[src/rtl/cpu_pkg.sv]
// Shared CPU front-end definitions: bus widths, default reset vector and the
// fetch FSM state encoding.
package cpu_pkg;

    localparam int unsigned ADDR_W = 16;
    localparam int unsigned INST_W = 32;

    localparam logic [ADDR_W-1:0] RESET_PC_DEFAULT = 16'h0000;

    typedef enum logic {
        IDLE  = 1'b0,
        FETCH = 1'b1
    } fetch_state_t;

endpackage

[src/rtl/ifetch_unit_if.sv]
// Instruction-fetch bus bundle: ROM read port on one side, decode handshake
// on the other. The fetch unit is the master of both.
interface ifetch_unit_if;
    import cpu_pkg::*;

    logic [ADDR_W-1:0] rom_addr;
    logic              rom_read;
    logic              rom_en;
    logic [INST_W-1:0] rom_data;
    logic              inst_valid;
    logic              inst_ready;
    logic [INST_W-1:0] inst_data;
    logic [ADDR_W-1:0] inst_pc;

    modport master (
        output rom_addr, rom_read, rom_en, inst_valid, inst_data, inst_pc,
        input  rom_data, inst_ready
    );

    modport slave (
        input  rom_addr, rom_read, rom_en, inst_valid, inst_data, inst_pc,
        output rom_data, inst_ready
    );

endinterface

[src/rtl/ifetch_unit_fifo.sv]
// Instruction buffer: synchronous write, combinational head read, flush
// that empties the buffer in one edge, and full/empty flags.
module ifetch_fifo #(
    parameter int unsigned DEPTH = 2,
    parameter int unsigned W     = 48
) (
    input  logic         clk,
    input  logic         rst_n,
    input  logic         flush,
    input  logic         push,
    input  logic [W-1:0] wdata,
    input  logic         pop,
    output logic [W-1:0] rdata,
    output logic         full,
    output logic         empty
);
    localparam int unsigned PTR_W = $clog2(DEPTH);
    localparam int unsigned CNT_W = PTR_W + 1;

    logic [W-1:0]     mem [DEPTH];
    logic [PTR_W-1:0] wr_ptr;
    logic [PTR_W-1:0] rd_ptr;
    logic [CNT_W-1:0] count;

    assign full  = (count == CNT_W'(DEPTH));
    assign empty = (count == '0);
    assign rdata = mem[rd_ptr];

    // Flush overrides any push/pop in the same cycle; pointers wrap naturally
    // because DEPTH is a power of two.
    always_ff @(posedge clk or negedge rst_n) begin
        if (!rst_n) begin
            wr_ptr <= '0;
            rd_ptr <= '0;
            count  <= '0;
        end else if (flush) begin
            wr_ptr <= '0;
            rd_ptr <= '0;
            count  <= '0;
        end else begin
            if (push) wr_ptr <= wr_ptr + 1'b1;
            if (pop)  rd_ptr <= rd_ptr + 1'b1;
            case ({push, pop})
                2'b10:   count <= count + 1'b1;
                2'b01:   count <= count - 1'b1;
                default: count <= count;
            endcase
        end
    end

    always_ff @(posedge clk) begin
        if (push) mem[wr_ptr] <= wdata;
    end

endmodule

[src/rtl/ifetch_unit.sv]
// Instruction fetch unit: walks pc through the ROM into a small buffer that
// decode drains; redirects flush the buffer and reload pc.
module ifetch_unit
    import cpu_pkg::*;
#(
    parameter logic [ADDR_W-1:0] RESET_PC   = RESET_PC_DEFAULT,
    parameter int unsigned       FIFO_DEPTH = 2
) (
    input  logic              clk,
    input  logic              rst_n,
    input  logic              fetch_en,
    input  logic              redirect_valid,
    input  logic [ADDR_W-1:0] redirect_pc,
    ifetch_unit_if.master     bus
);
    localparam int unsigned ENTRY_W = INST_W + ADDR_W;

    fetch_state_t      state;
    fetch_state_t      state_nxt;
    logic [ADDR_W-1:0] pc;
    logic              fetch;
    logic              pop;
    logic              full;
    logic              empty;
    logic [ENTRY_W-1:0] head;

    always_ff @(posedge clk or negedge rst_n) begin
        if (!rst_n) state <= IDLE;
        else        state <= state_nxt;
    end

    // Fetch is gated by the registered state, so the first fetch after reset
    // lands no earlier than the second rising edge.
    always_comb begin
        state_nxt = IDLE;
        fetch     = 1'b0;
        if (fetch_en) state_nxt = FETCH;
        if (state == FETCH && !redirect_valid && (!full || pop)) fetch = 1'b1;
    end

    assign pop = !empty && bus.inst_ready;

    always_ff @(posedge clk or negedge rst_n) begin
        if (!rst_n)              pc <= RESET_PC;
        else if (redirect_valid) pc <= redirect_pc;
        else if (fetch)          pc <= pc + 1'b1;
    end

    assign bus.rom_addr   = pc;
    assign bus.rom_en     = fetch;
    assign bus.rom_read   = fetch;
    assign bus.inst_valid = !empty;
    assign bus.inst_data  = head[ENTRY_W-1:ADDR_W];
    assign bus.inst_pc    = head[ADDR_W-1:0];

    // rom_data only reaches the buffer on fetch cycles, when the ROM is enabled.
    ifetch_fifo #(
        .DEPTH (FIFO_DEPTH),
        .W     (ENTRY_W)
    ) u_fifo (
        .clk   (clk),
        .rst_n (rst_n),
        .flush (redirect_valid),
        .push  (fetch),
        .wdata ({bus.rom_data, pc}),
        .pop   (pop),
        .rdata (head),
        .full  (full),
        .empty (empty)
    );

endmodule

[src/flat_wrapper.sv]
// flat-port wrapper written by rule: the top's interface ports become plain ports
module ifetch_unit_flat import cpu_pkg::*;
#(
    parameter logic [ADDR_W-1:0] RESET_PC   = RESET_PC_DEFAULT,
    parameter int unsigned       FIFO_DEPTH = 2
)
  (clk, rst_n, fetch_en, redirect_valid, redirect_pc, bus_rom_addr, bus_rom_read, bus_rom_en, bus_inst_valid, bus_inst_data, bus_inst_pc, bus_rom_data, bus_inst_ready);
  ifetch_unit_if bus_i ();
  input  logic clk;
  input  logic rst_n;
  input  logic fetch_en;
  input  logic redirect_valid;
  input  logic [ADDR_W-1:0] redirect_pc;
  output wire logic [$bits(bus_i.rom_addr)-1:0] bus_rom_addr;
  output wire logic [$bits(bus_i.rom_read)-1:0] bus_rom_read;
  output wire logic [$bits(bus_i.rom_en)-1:0] bus_rom_en;
  output wire logic [$bits(bus_i.inst_valid)-1:0] bus_inst_valid;
  output wire logic [$bits(bus_i.inst_data)-1:0] bus_inst_data;
  output wire logic [$bits(bus_i.inst_pc)-1:0] bus_inst_pc;
  input wire logic [$bits(bus_i.rom_data)-1:0] bus_rom_data;
  input wire logic [$bits(bus_i.inst_ready)-1:0] bus_inst_ready;
  assign bus_rom_addr = bus_i.rom_addr;
  assign bus_rom_read = bus_i.rom_read;
  assign bus_rom_en = bus_i.rom_en;
  assign bus_inst_valid = bus_i.inst_valid;
  assign bus_inst_data = bus_i.inst_data;
  assign bus_inst_pc = bus_i.inst_pc;
  assign bus_i.rom_data = bus_rom_data;
  assign bus_i.inst_ready = bus_inst_ready;
  ifetch_unit #(.RESET_PC(RESET_PC), .FIFO_DEPTH(FIFO_DEPTH)) u_core (.clk(clk), .rst_n(rst_n), .fetch_en(fetch_en), .redirect_valid(redirect_valid), .redirect_pc(redirect_pc), .bus(bus_i));
endmodule
[config.mk]
export PLATFORM = sky130hd
export DESIGN_NAME = ifetch_unit_flat
export DESIGN_NICKNAME = d
export VERILOG_FILES = /design/src/rtl/cpu_pkg.sv /design/src/rtl/ifetch_unit_if.sv /design/src/rtl/ifetch_unit_fifo.sv /design/src/rtl/ifetch_unit.sv /design/src/flat_wrapper.sv
export SDC_FILE = /design/constraint.sdc
export NUM_CORES = 1
export LEC_CHECK = 0
export CAP_MARGIN = 25
export CORE_MARGIN = 1
export CORE_UTILIZATION = 49
export CTS_CLUSTER_SIZE = 30
export DETAILED_ROUTE_END_ITERATION = 6
export PLACE_DENSITY = 0.91
export SLEW_MARGIN = 10
export SYNTH_ARGS = -nofsm -noshare
export SYNTH_HDL_FRONTEND = slang
export SYNTH_SLANG_ARGS = --single-unit
[constraint.sdc]
create_clock -name clk -period 4.9 [get_ports clk]
set_input_delay 0.49 -clock clk [delete_from_list [all_inputs] [get_ports clk]]
set_output_delay 0.49 -clock clk [all_outputs]
set_load 0.1 [all_outputs]
== Word-level counts from Yosys, hierarchy flattened ==
Memories as Yosys holds them, arrays and structs flattened.
Index checks and enable logic that the tools add are counted.

* Shift operators: 0
* Magnitude comparators: 0
* Multipliers: 0
* Equal/unequal tests: 3
* Reduce and logical (&&, ||, !) cells: 11
* Div/mod/pow operators: 0
* Mux-type cells: 12
* Bitwise logic cells: 0
* Add/sub/neg operators: 5

{| class="wikitable"
|+ Operator list
! kind !! number
|-
| $mux W16 || 2
|-
| $add A16 B1 Y16 const B || 1
|-
| $mux W1 || 8
|-
| $eq A2 B2 Y1 const B || 2
|-
| $pmux W2 S2 || 1
|-
| $reduce_bool A2 Y1 || 2
|-
| $logic_and A1 B1 Y1 || 3
|-
| $logic_not A1 Y1 || 3
|-
| $reduce_bool A3 Y1 || 1
|-
| $add A1 B1 Y1 const B || 2
|-
| $add A2 B1 Y2 const B || 1
|-
| $eq A2 B1 Y1 const B || 1
|-
| $logic_not A2 Y1 || 1
|-
| $mux W2 || 1
|-
| $sub A2 B1 Y2 const B || 1
|-
| $logic_or A1 B1 Y1 || 1
|}

* Memory bits (read-only): 0
* Bits in latches: 0
* Bits in registers: 21
* RAM bits: 96
* Bits of input ports: 53
* Memories kept: 1

{| class="wikitable"
|+ Memory list
! memory !! words !! width !! rd ports !! clocked after memory_dff !! wr ports !! RTL line !! RTL
|-
| u_core.u_fifo.mem || 2 || 48 || 1 || 0 || 1 || ifetch_unit_fifo.sv:20 || <nowiki>logic [W-1:0] mem [DEPTH];</nowiki>
|}

== Depth between registers and ports, before layout ==
Gate-level depths: netlist of run 1.

* Word-level depth: 9
* Gate-level depth with buffers: 5
* Depth with buffers taken out: 5

== Cells and area by module ==
From an unflattened synthesis of run 1, not the netlist that was laid out.

* Cells, all modules: 282
* Area total of the unflattened synthesis: 4800.9 µm²

{| class="wikitable"
|+ Modules (own cells, without submodules)
! module !! times used !! seq. area each (µm²) !! cells each !! area an instance (µm²)
|-
| ifetch_fifo || 1 || 2982.9 || 170 || 3714.8
|-
| ifetch_unit || 1 || 425.4 || 112 || 1086.0
|}

== Worst setup path before layout of run 1 ==
Ideal clock, no wire load.

* Path type: input -> register
* Start point: in redirect_valid
* End point: mem u_core.u_fifo.mem[0][0] (enable)
* Required time: 4.387 ns
* Stages: 3
* Slack: 0.165 ns
* Path buffers: 2
* Arrival time: 4.222 ns
* Cell sequence: clkbuf_1 clkbuf_1 nor3_1

* Word-level cells in the longest chain between the ends: 6

{| class="wikitable"
|+ Ends and longest elaborated chain
! what !! RTL line !! RTL
|-
| start: declaration || flat_wrapper.sv:12 || <nowiki>input logic redirect_valid;</nowiki>
|-
| $logic_not A1 Y1 || ifetch_unit.sv:38 || <nowiki>if (state == FETCH && !redirect_valid && (!full || pop)) fetch = 1'b1;</nowiki>
|-
| $logic_and A1 B1 Y1 (2 in a row) || ifetch_unit.sv:38 ||
|-
| $mux W1 || ifetch_unit.sv:38 ||
|-
| $mux W1 || ifetch_unit_fifo.sv:52 || <nowiki>if (push) mem[wr_ptr] <= wdata;</nowiki>
|-
| $mux W1 (implied by the code) || ifetch_unit_fifo.sv:52 ||
|-
| end: declaration || ifetch_unit_fifo.sv:20 ||
|}

No other way between the ends.

== Final worst setup path of run 1 ==
* Start point: reg u_core.u_fifo.rd_ptr
* End point: out bus_inst_data[1]

* Word-level cells in the longest chain between the ends: 1

{| class="wikitable"
|+ Ends and longest elaborated chain
! what !! RTL line !! RTL
|-
| start: declaration || ifetch_unit_fifo.sv:22 || <nowiki>logic [PTR_W-1:0] rd_ptr;</nowiki>
|-
| start signal: assignment || ifetch_unit_fifo.sv:42 || <nowiki>if (pop) rd_ptr <= rd_ptr + 1'b1;</nowiki>
|-
| $mem_v2 Z2 W48 || -- ||
|-
| end: declaration || flat_wrapper.sv:18 || <nowiki>output wire logic [$bits(bus_i.inst_data)-1:0] bus_inst_data;</nowiki>
|}

No other way between the ends.

==> flow_summary.json, run 1 <==
{
  "globalRouteMet3Util_pct": 5.85,
  "fin_crit_sh_pct": 67.5,
  "synth_top_family_by_area": "multiplexers",
  "grtUsageTotal_pct": 20.3,
  "max_freq_mhz": 302,
  "cts_tree": "built",
  "p_leak_nw": 2.29,
  "ys_async_sr_fraction_pct": 17.9,
  "die-area_sq_um": 10100,
  "syn-num-nets": 334,
  "crit_required_ns": 4.41,
  "rsz0062_at_grt": "no",
  "synth_xor_area_share_pct": 2.40,
  "seqCellArea_sq_um": 3410,
  "grt.overflow.total": 0,
  "syn_to_final_growth_pct": 41.7,
  "drc": 0,
  "setup_viol": 0,
  "num_rows": 35,
  "worstSetupPathType": "register to output pin",
  "grt_pass1_vias": 3038,
  "dp.cells": 520,
  "synth_area_per_cell_sq_um": 16.9,
  "grt_pass1_wl_um": 15000,
  "clkSlewWorstSetupHoldPaths_ns": 0.06,
  "irDropWorstVdd_mv": 0.342,
  "cts_sinks": 117,
  "synth_compound_area_share_pct": 2.88,
  "vias_per_cell": 5.15,
  "wl_per_cell_um": 17.9,
  "ant_nets": 0,
  "ys_warn_count": 0,
  "hold_violations": 0,
  "start_util_pct": 51.0,
  "core_area_sq_um": 9280,
  "fillers": 622,
  "die_x_um": 100,
  "dr.pass1.iters": 4,
  "place_congestion": 0.702,
  "slew-limit-headroom_pct": 32.7,
  "endpoint_kind": "output pin",
  "slew_viol_final": 0,
  "final_core_util_pct": 72.3,
  "clkLatencyLatePin_ns": 0.49,
  "portBuffers": 119,
  "drive_gt1_share_pct": 23.8,
  "clock_path_buffers": 2,
  "hold_class": "primary input to asynchronous set/reset pin",
  "r2r-start": "u_core.state",
  "status": "finished, final reports clean",
  "grtUsageMet1_pct": 22.1,
  "antenna_found_initial": 0,
  "ios": 120,
  "synth-main-ff-cell": "edfxtp_1",
  "drv_cap": 0,
  "root_buffer": "clkbuf_8",
  "diodes": 0,
  "critPathLaunchType": "register",
  "synth_cells": 280,
  "dp_hpwl_um": 6300,
  "hold_buffers": 0,
  "htree_num_levels": 4,
  "clock_skew_ns": 0.00743,
  "synth_edf_count": 96,
  "grt_max_degree": 49,
  "cp_max_fo": 30,
  "multi_input_comb_area_sq_um": 1260,
  "vias": 2853,
  "final_cells": 554,
  "ys_seq_area_share_pct": 72.0,
  "synth_mux_area_share_pct": 12.3,
  "arrival_ns": 2.82,
  "fin_area_sq_um": 6710,
  "synth.distinct_cells": 45,
  "ys_seq_elements": 117,
  "cts_setup_buffers": 0,
  "synth_area_sq_um": 4730,
  "cts_buffers": 17,
  "worstSetupStartpoint": "u_core.u_fifo.rd_ptr",
  "layout.nets": 466,
  "drt_iter0_drc": 92,
  "post_cts_resized": 0,
  "synth_simple_gate_area_share_pct": 8.77,
  "placed_area_sq_um": 6080,
  "die_h_um": 100,
  "wl_um": 9920,
  "power.total_mw": 3.05,
  "power.density_nw_per_um2": 454,
  "period_needed_ns": 3.31,
  "synth_fa_ha_area_share_pct": 0.264,
  "grt-busiest-layer": "met2",
  "finalSetupTns_ns": 0,
  "tightest_slew_ns": 1.01,
  "gr-usage-met2_pct": 37.0
}
[flip-flops by register name, indices dropped and copies added (netlist names)]
signal                count
u_core.u_fifo.mem        96
u_core.bus.rom_addr      16
u_core.u_fifo.count       2
u_core.state              1
u_core.u_fifo.rd_ptr      1
u_core.u_fifo.wr_ptr      1
[per-stage QoR]
| step | setup WS [ns] | hold slack, ns |
|---|---|---|
| after floorplan | 0.165 | 0.194 |
| after global placement | 1.81 | 0.490 |
| after detailed placement | 1.76 | 0.499 |
| after CTS | 1.53 | 0.402 |
| after global routing | 1.47 | 0.278 |
| final | 1.59 | 0.295 |
[metal layers]
layer	wire (um)	vias up
met3	455	12
li1	-	1346
met5	0	-
met4	151	0
met1	3820	1406
met2	5490	89
[area by class of cell]
| cell class | instances | share of cell area [%] |
|---|---|---|
| multi-input combinational | 149 | 18.9 |
| inverter | 2 | 0.112 |
| tap | 129 | 2.41 |
| sequential | 117 | 50.8 |
| clock buffer | 17 | 6.17 |
| clock inverter | 15 | 2.69 |
| timing repair buffer | 125 | 19.0 |
[layout by cell type (no fill, tap or decap), types with 3 or more instances in the layout]
master | synthesis | final
dfrtp_1 | 21 | 20
mux2i_1 | 4 | 4
o21ai_0 | 12 | 12
nor3_1 | 4 | 3
nor2_1 | 7 | 7
mux2_2 | 48 | 48
bufinv_16 | 0 | 3
clkdlybuf4s50_1 | 0 | 119
edfxtp_1 | 96 | 96
xor2_1 | 4 | 4
xnor2_1 | 9 | 9
nand3_1 | 3 | 3
nand2_1 | 20 | 20
clkbuf_16 | 0 | 16
clkinvlp_4 | 0 | 5
buf_4 | 1 | 3
clkinv_4 | 0 | 3
o21ai_1 | 3 | 3
nor2b_1 | 3 | 3
[final timing paths]
| path | end | slack [ns] | cells past startpoint |
|---|---|---|---|
| min reg2reg | u_core.u_fifo.mem[0][15] | 0.51 | 0 |
| min | u_core.bus.rom_addr[8] | 0.29 | 1 |
| max in group asynchronous | u_core.u_fifo.rd_ptr | 4.17 | 2 |
| min in group clk | u_core.state | 0.43 | 1 |
| max reg2reg | u_core.u_fifo.mem[1][36] | 2.42 | 4 |
| max | bus_inst_data[1] | 1.59 | 3 |
[where the power goes]
group / switching, mW / total (mW) / internal (mW) / leakage, nW
registers: 0.0477 / 1.19 / 1.14 / 1.13
logic: 0.472 / 0.652 / 0.180 / 0.885
clock network: 0.434 / 1.21 / 0.776 / 0.274
total: 0.953 / 3.05 / 2.09 / 2.29
[cells by family (layout without fill, tap and decap cells)]
group                      after synthesis  in the layout
xor gates and xnor gates                13             13
AOI/OAI and AO/OA                       23             23
muxes                                   52             52
and+or+nand+nor                         60             60
adders and majority gates                1              1
buffers and inverters                   14            159
DFF                                    117            117
[critical path: stages (launching register included)]
cell and delay [ns]:
dfrtp_2 0.68, buf_12 0.28, mux2_2 0.37, clkdlybuf4s50_1 0.98
[cells in the mapped netlist (2+ instances only)]
master / count / area share (%)
nor2_1: 7 / 0.56
o21ai_0: 12 / 1.3
nor3b_1: 2 / 0.32
mux2_2: 48 / 11
xor2_1: 4 / 0.74
buf_2: 3 / 0.32
nand2_1: 20 / 1.6
inv_1: 2 / 0.16
a22oi_1: 2 / 0.32
xnor2_1: 9 / 1.7
nor4_1: 2 / 0.26
buf_1: 2 / 0.16
clkbuf_1: 5 / 0.40
nand2b_1: 2 / 0.26
nand3_1: 3 / 0.32
o21ai_1: 3 / 0.32
mux2i_1: 4 / 0.85
nor2b_1: 3 / 0.40
nor4_4: 2 / 0.90
nor3_1: 4 / 0.42
nand4_1: 2 / 0.26
edfxtp_1: 96 / 61
dfrtp_1: 21 / 11
Power figures use the tool's default switching activity.
==> run 2: changes to the inputs <==
Settings changed: CORE_UTILIZATION 49 to 44, PLACE_DENSITY 0.91 to 0.87.
Clock period 4.9 ns to 2.75 ns, I/O delays scaled along.
==> flow_summary.json, run 2 (same netlist as run 1, synthesis figures left out) <==
{
  "start_util_pct": 45.7,
  "htree_num_levels": 4,
  "wl_um": 8990,
  "irDropWorstVdd_mv": 0.544,
  "drv_cap": 0,
  "placed_area_sq_um": 5980,
  "final_core_util_pct": 62.7,
  "cts_sinks": 117,
  "hold_violations": 0,
  "worst_hold_slack_ns": 0.0525,
  "dpl_worst_slack_ns": 0.539,
  "pwr-share-seq_pct": 41.7,
  "place_congestion": 0.783,
  "drt_iter0_drc": 117,
  "syn_to_final_growth_pct": 37.2,
  "p_comb_share_pct": 22.5,
  "grtUsageTotal_pct": 17.3,
  "endpoint_kind": "output pin",
  "ant_nets": 0,
  "clkSlewWorstSetupHoldPaths_ns": 0.05,
  "clock_path_buffers": 2,
  "power_frac_clock_pct": 35.9,
  "switching_share_pct": 31.6,
  "dr.pass1.iters": 4,
  "drc": 0,
  "slew-limit-headroom_pct": 64.4,
  "fin_area_sq_um": 6500,
  "max_freq_mhz": 432,
  "final_common_cell": "edfxtp_1",
  "largest_register": "u_core.u_fifo.mem",
  "ios": 120,
  "core_area_sq_um": 10400,
  "portBuffers": 119,
  "status": "finished, final reports clean",
  "vias_per_cell": 5.03,
  "wl_per_cell_um": 16.0,
  "hold_class": "primary input to asynchronous set/reset pin",
  "drive_gt1_share_pct": 38.4,
  "cts_buffers": 17,
  "finalSetupTns_ns": 0,
  "root_buffer": "clkbuf_8",
  "clkLatencyLatePin_ns": 0.51,
  "num_rows": 37,
  "grt_max_degree": 49,
  "critPathLaunchType": "register",
  "grt.overflow.total": 0,
  "layout_common_cells": "edfxtp_1 (96), buf_4 (67), clkdlybuf4s50_1 (52)",
  "ff2ff_setup_slack_ns": 0.83,
  "worstSetupPathType": "register to output pin",
  "setup_viol": 0,
  "p_int_mw": 3.47,
  "p_leak_nw": 2.34,
  "antenna_found_initial": 0,
  "die_x_um": 106,
  "fin_crit_sh_pct": 84.3,
  "slew_viol_final": 0,
  "cts_tree": "built",
  "p_switching_mw": 1.60,
  "power.density_nw_per_um2": 780,
  "crit_required_ns": 2.48,
  "largest_reg_flops": 96,
  "vias": 2822,
  "fillers": 770,
  "cts_setup_buffers": 0,
  "die_h_um": 106,
  "dp_hpwl_um": 5900,
  "die-area_sq_um": 11200,
  "clock_skew_ns": 0.00657,
  "period_needed_ns": 2.32,
  "rsz0062_at_grt": "no",
  "arrival_ns": 2.04,
  "grt_pass1_wl_um": 14400,
  "hold_buffers": 0,
  "diodes": 0,
  "post_cts_resized": 0,
  "grt_pass1_vias": 2916,
  "layout.nets": 466,
  "fin_ws_ns": 0.433,
  "tightest_slew_ns": 0.532,
  "cp_max_fo": 33
}
run 2: cell types whose count changed in the layout (fill, tap and decap cells not counted), moves of 3 or more:
cell / before / now
clkdlybuf4s50_1: 119 / 52
clkinv_4: 3 / 0
clkinv_2: 1 / 6
buf_4: 3 / 67
bufinv_16: 3 / 0
clkinvlp_4: 5 / 0
buf_12: 1 / 5
clkbuf_1: 0 / 7
run 2: stage by stage:
stage	cells	total power, mW
after CTS	560	5.12
after floorplan	280	2.98
after detailed placement	528	3.29
after global routing	561	5.25
final	561	5.07
after global placement	528	3.27
run 2: critical path: stages (launching register included):
cell and delay [ns]:
dfrtp_2 0.63, buf_12 0.28, mux2_2 0.37, buf_4 0.23
run 2: cell type report:
cell class	count	area, sq um	share of cell area (%)
tap	136	170	2.62
sequential	117	3410	52.5
clock buffer	26	468	7.20
clock inverter	6	30.0	0.462
multi-input combinational	149	1270	19.6
inverter	2	7.51	0.116
timing repair buffer	125	1140	17.5
run 2: final timing paths:
check | startpoint | to | cells past startpoint
setup reg to reg | u_core.state | u_core.u_fifo.mem[1][8] | 4
max in group asynchronous | rst_n | u_core.bus.rom_addr[6] | 2
hold reg to reg | u_core.bus.rom_addr[15] | u_core.u_fifo.mem[0][15] | 0
hold / removal | rst_n | u_core.u_fifo.count[0] | 1
setup / recovery | u_core.u_fifo.rd_ptr | bus_inst_data[11] | 3
min in group clk | fetch_en | u_core.state | 1
run 2: metal layers:
| metal | vias up | part of all wire [%] | global-route usage, % |
|---|---|---|---|
| met5 | - | 0 | 0 |
| li1 | 1338 | - | - |
| met3 | 15 | 5.6 | 5.69 |
| met4 | 0 | 1.5 | 7.84 |
| met2 | 99 | 50 | 28.5 |
| met1 | 1370 | 43 | 20.7 |
run 2: power groups by stage:
stage	Sequential (mW)	Combinational [mW]	Clock [mW]
after global placement	2.14	1.13	0
after floorplan	2.30	0.683	0
after CTS	2.11	1.14	1.86
after detailed placement	2.15	1.14	0
after global routing	2.12	1.18	1.95
final	2.11	1.14	1.82
==> run 3: changes to the inputs <==
Settings changed: CORE_UTILIZATION 44 to 49, PLACE_DENSITY 0.87 to 0.91.
Clock period 2.75 ns to 2.3 ns, I/O delays scaled along.
==> flow_summary.json, run 3 (same netlist as run 1, synthesis figures left out) <==
{
  "portBuffers": 119,
  "p_comb_share_pct": 24.3,
  "diodes": 0,
  "drv_cap": 0,
  "clock_path_buffers": 2,
  "grt_max_degree": 49,
  "dp_hpwl_um": 6320,
  "clkSlewWorstSetupHoldPaths_ns": 0.05,
  "final_core_util_pct": 75.1,
  "grtUsageTotal_pct": 20.1,
  "drt_iter0_drc": 110,
  "status": "finished, final reports clean",
  "vias": 2871,
  "power.total_mw": 6.37,
  "vias_per_cell": 5.15,
  "grt_pass1_wl_um": 14800,
  "cp_max_fo": 32,
  "core_area_sq_um": 9280,
  "antenna_found_initial": 0,
  "clkLatencyLatePin_ns": 0.50,
  "post_cts_resized": 0,
  "power_frac_clock_pct": 36.2,
  "largest_reg_flops": 96,
  "place_congestion": 0.763,
  "p_switching_mw": 2.03,
  "grt.overflow.total": 0,
  "wl_per_cell_um": 17.0,
  "clock_skew_ns": 0.00823,
  "p_int_mw": 4.34,
  "hold_buffers": 0,
  "layout.nets": 470,
  "slew_viol_final": 0,
  "die-area_sq_um": 10100,
  "htree_num_levels": 4,
  "cts_setup_buffers": 0,
  "setup_viol": 0,
  "ant_nets": 0,
  "arrival_ns": 1.90,
  "drive_gt1_share_pct": 40.1,
  "grt_pass1_vias": 2857,
  "drc": 0,
  "die_h_um": 100,
  "finalSetupTns_ns": 0,
  "slew-limit-headroom_pct": 55.0,
  "crit_required_ns": 2.07,
  "layout_common_cells": "edfxtp_1 (96), clkdlybuf4s50_1 (52), mux2_2 (48)",
  "cpMostUsedCell": "buf_4",
  "largest_register": "u_core.u_fifo.mem",
  "cts_sinks": 117,
  "slowest_stage": "mux2_2",
  "pwr-share-seq_pct": 39.5,
  "cpPeakStageDelay_ns": 0.41,
  "fin_area_sq_um": 6980,
  "hold_violations": 0,
  "syn_to_final_growth_pct": 47.4,
  "final_common_cell": "edfxtp_1",
  "hold_class": "primary input to asynchronous set/reset pin",
  "ios": 120,
  "start_util_pct": 51.0,
  "fin_crit_sh_pct": 92.7,
  "max_freq_mhz": 469,
  "crit_chain": "buf_4 > mux2_2 > buf_4",
  "critPathLaunchType": "register",
  "cts_tree": "built",
  "worstSetupPathType": "register to output pin",
  "power.density_nw_per_um2": 913,
  "rsz0062_at_grt": "no",
  "switching_share_pct": 31.8,
  "placed_area_sq_um": 6440,
  "die_x_um": 100,
  "tightest_slew_ns": 0.675,
  "num_rows": 35,
  "root_buffer": "clkbuf_8",
  "period_needed_ns": 2.13,
  "p_leak_nw": 2.52,
  "irDropWorstVdd_mv": 0.540,
  "dr.pass1.iters": 4,
  "cts_buffers": 17,
  "endpoint_kind": "output pin",
  "wl_um": 9500
}
## run 3: cell count changes in the layout (fill, tap and decap cells not counted), sizes merged
cell      before  now
clkbuf        26   19
inv            2    3
clkinvlp       0    5
bufinv         0    1
buf           73   77
## run 3: final cells by class
cell class              instances  area, sq um
inverters                       2         7.51
multi-input cells             149         1280
flip-flops and latches        117         3410
clock buffers                  19          422
repair buffers                129         1590
clock inverters                13          110
well taps                     129          161
fillers                       577         2310
## run 3: power groups by stage
stage | Clock [mW] | Combinational [mW] | Sequential (mW)
global placement | 0 | 1.53 | 2.54
detailed placement | 0 | 1.55 | 2.55
finish | 2.31 | 1.54 | 2.51
floorplan | 0 | 0.819 | 2.75
CTS | 2.35 | 1.56 | 2.51
global route | 2.44 | 1.59 | 2.53
## run 3: final timing paths
| kind | startpoint | to | slack [ns] | depth (start not counted) |
|---|---|---|---|---|
| max reg2reg | u_core.u_fifo.count[0] | u_core.u_fifo.mem[1][0] | 0.49 | 4 |
| min | rst_n | u_core.u_fifo.wr_ptr | 0.11 | 1 |
| min reg2reg | u_core.bus.rom_addr[15] | u_core.u_fifo.mem[0][15] | 0.55 | 0 |
| min in group clk | fetch_en | u_core.state | 0.17 | 1 |
| max in group asynchronous | rst_n | u_core.bus.rom_addr[10] | 1.62 | 2 |
| max | u_core.u_fifo.rd_ptr | bus_inst_pc[9] | 0.17 | 3 |
## run 3: metrics by stage
stage / setup WS [ns] / hold WS [ns] / instances
final: 0.167 / 0.107 / 558
after global routing: 0.0739 / 0.142 / 558
after CTS: 0.129 / 0.103 / 558
after detailed placement: 0.200 / 0.518 / 526
after global placement: 0.232 / 0.529 / 526
after floorplan: 0.0155 / -0.0656 / 280
## run 3: worst max-delay path, delay by kind of cell, from the launching register on
kind     cells  cell delay (ns)
flops        1             0.35
mux          1             0.41
buf+inv      2             0.63
## run 3: layer usage
layer  share of wire [%]  routed length [um]  up-vias  global-route usage [%]
met2                  53                5010      105                    34.8
met1                  41                3880     1413                    24.0
met5                   0                   0        -                       0
met4                0.56                  53        0                    6.80
met3                 5.9                 564        5                    6.20
li1                    -                   -     1348                       -
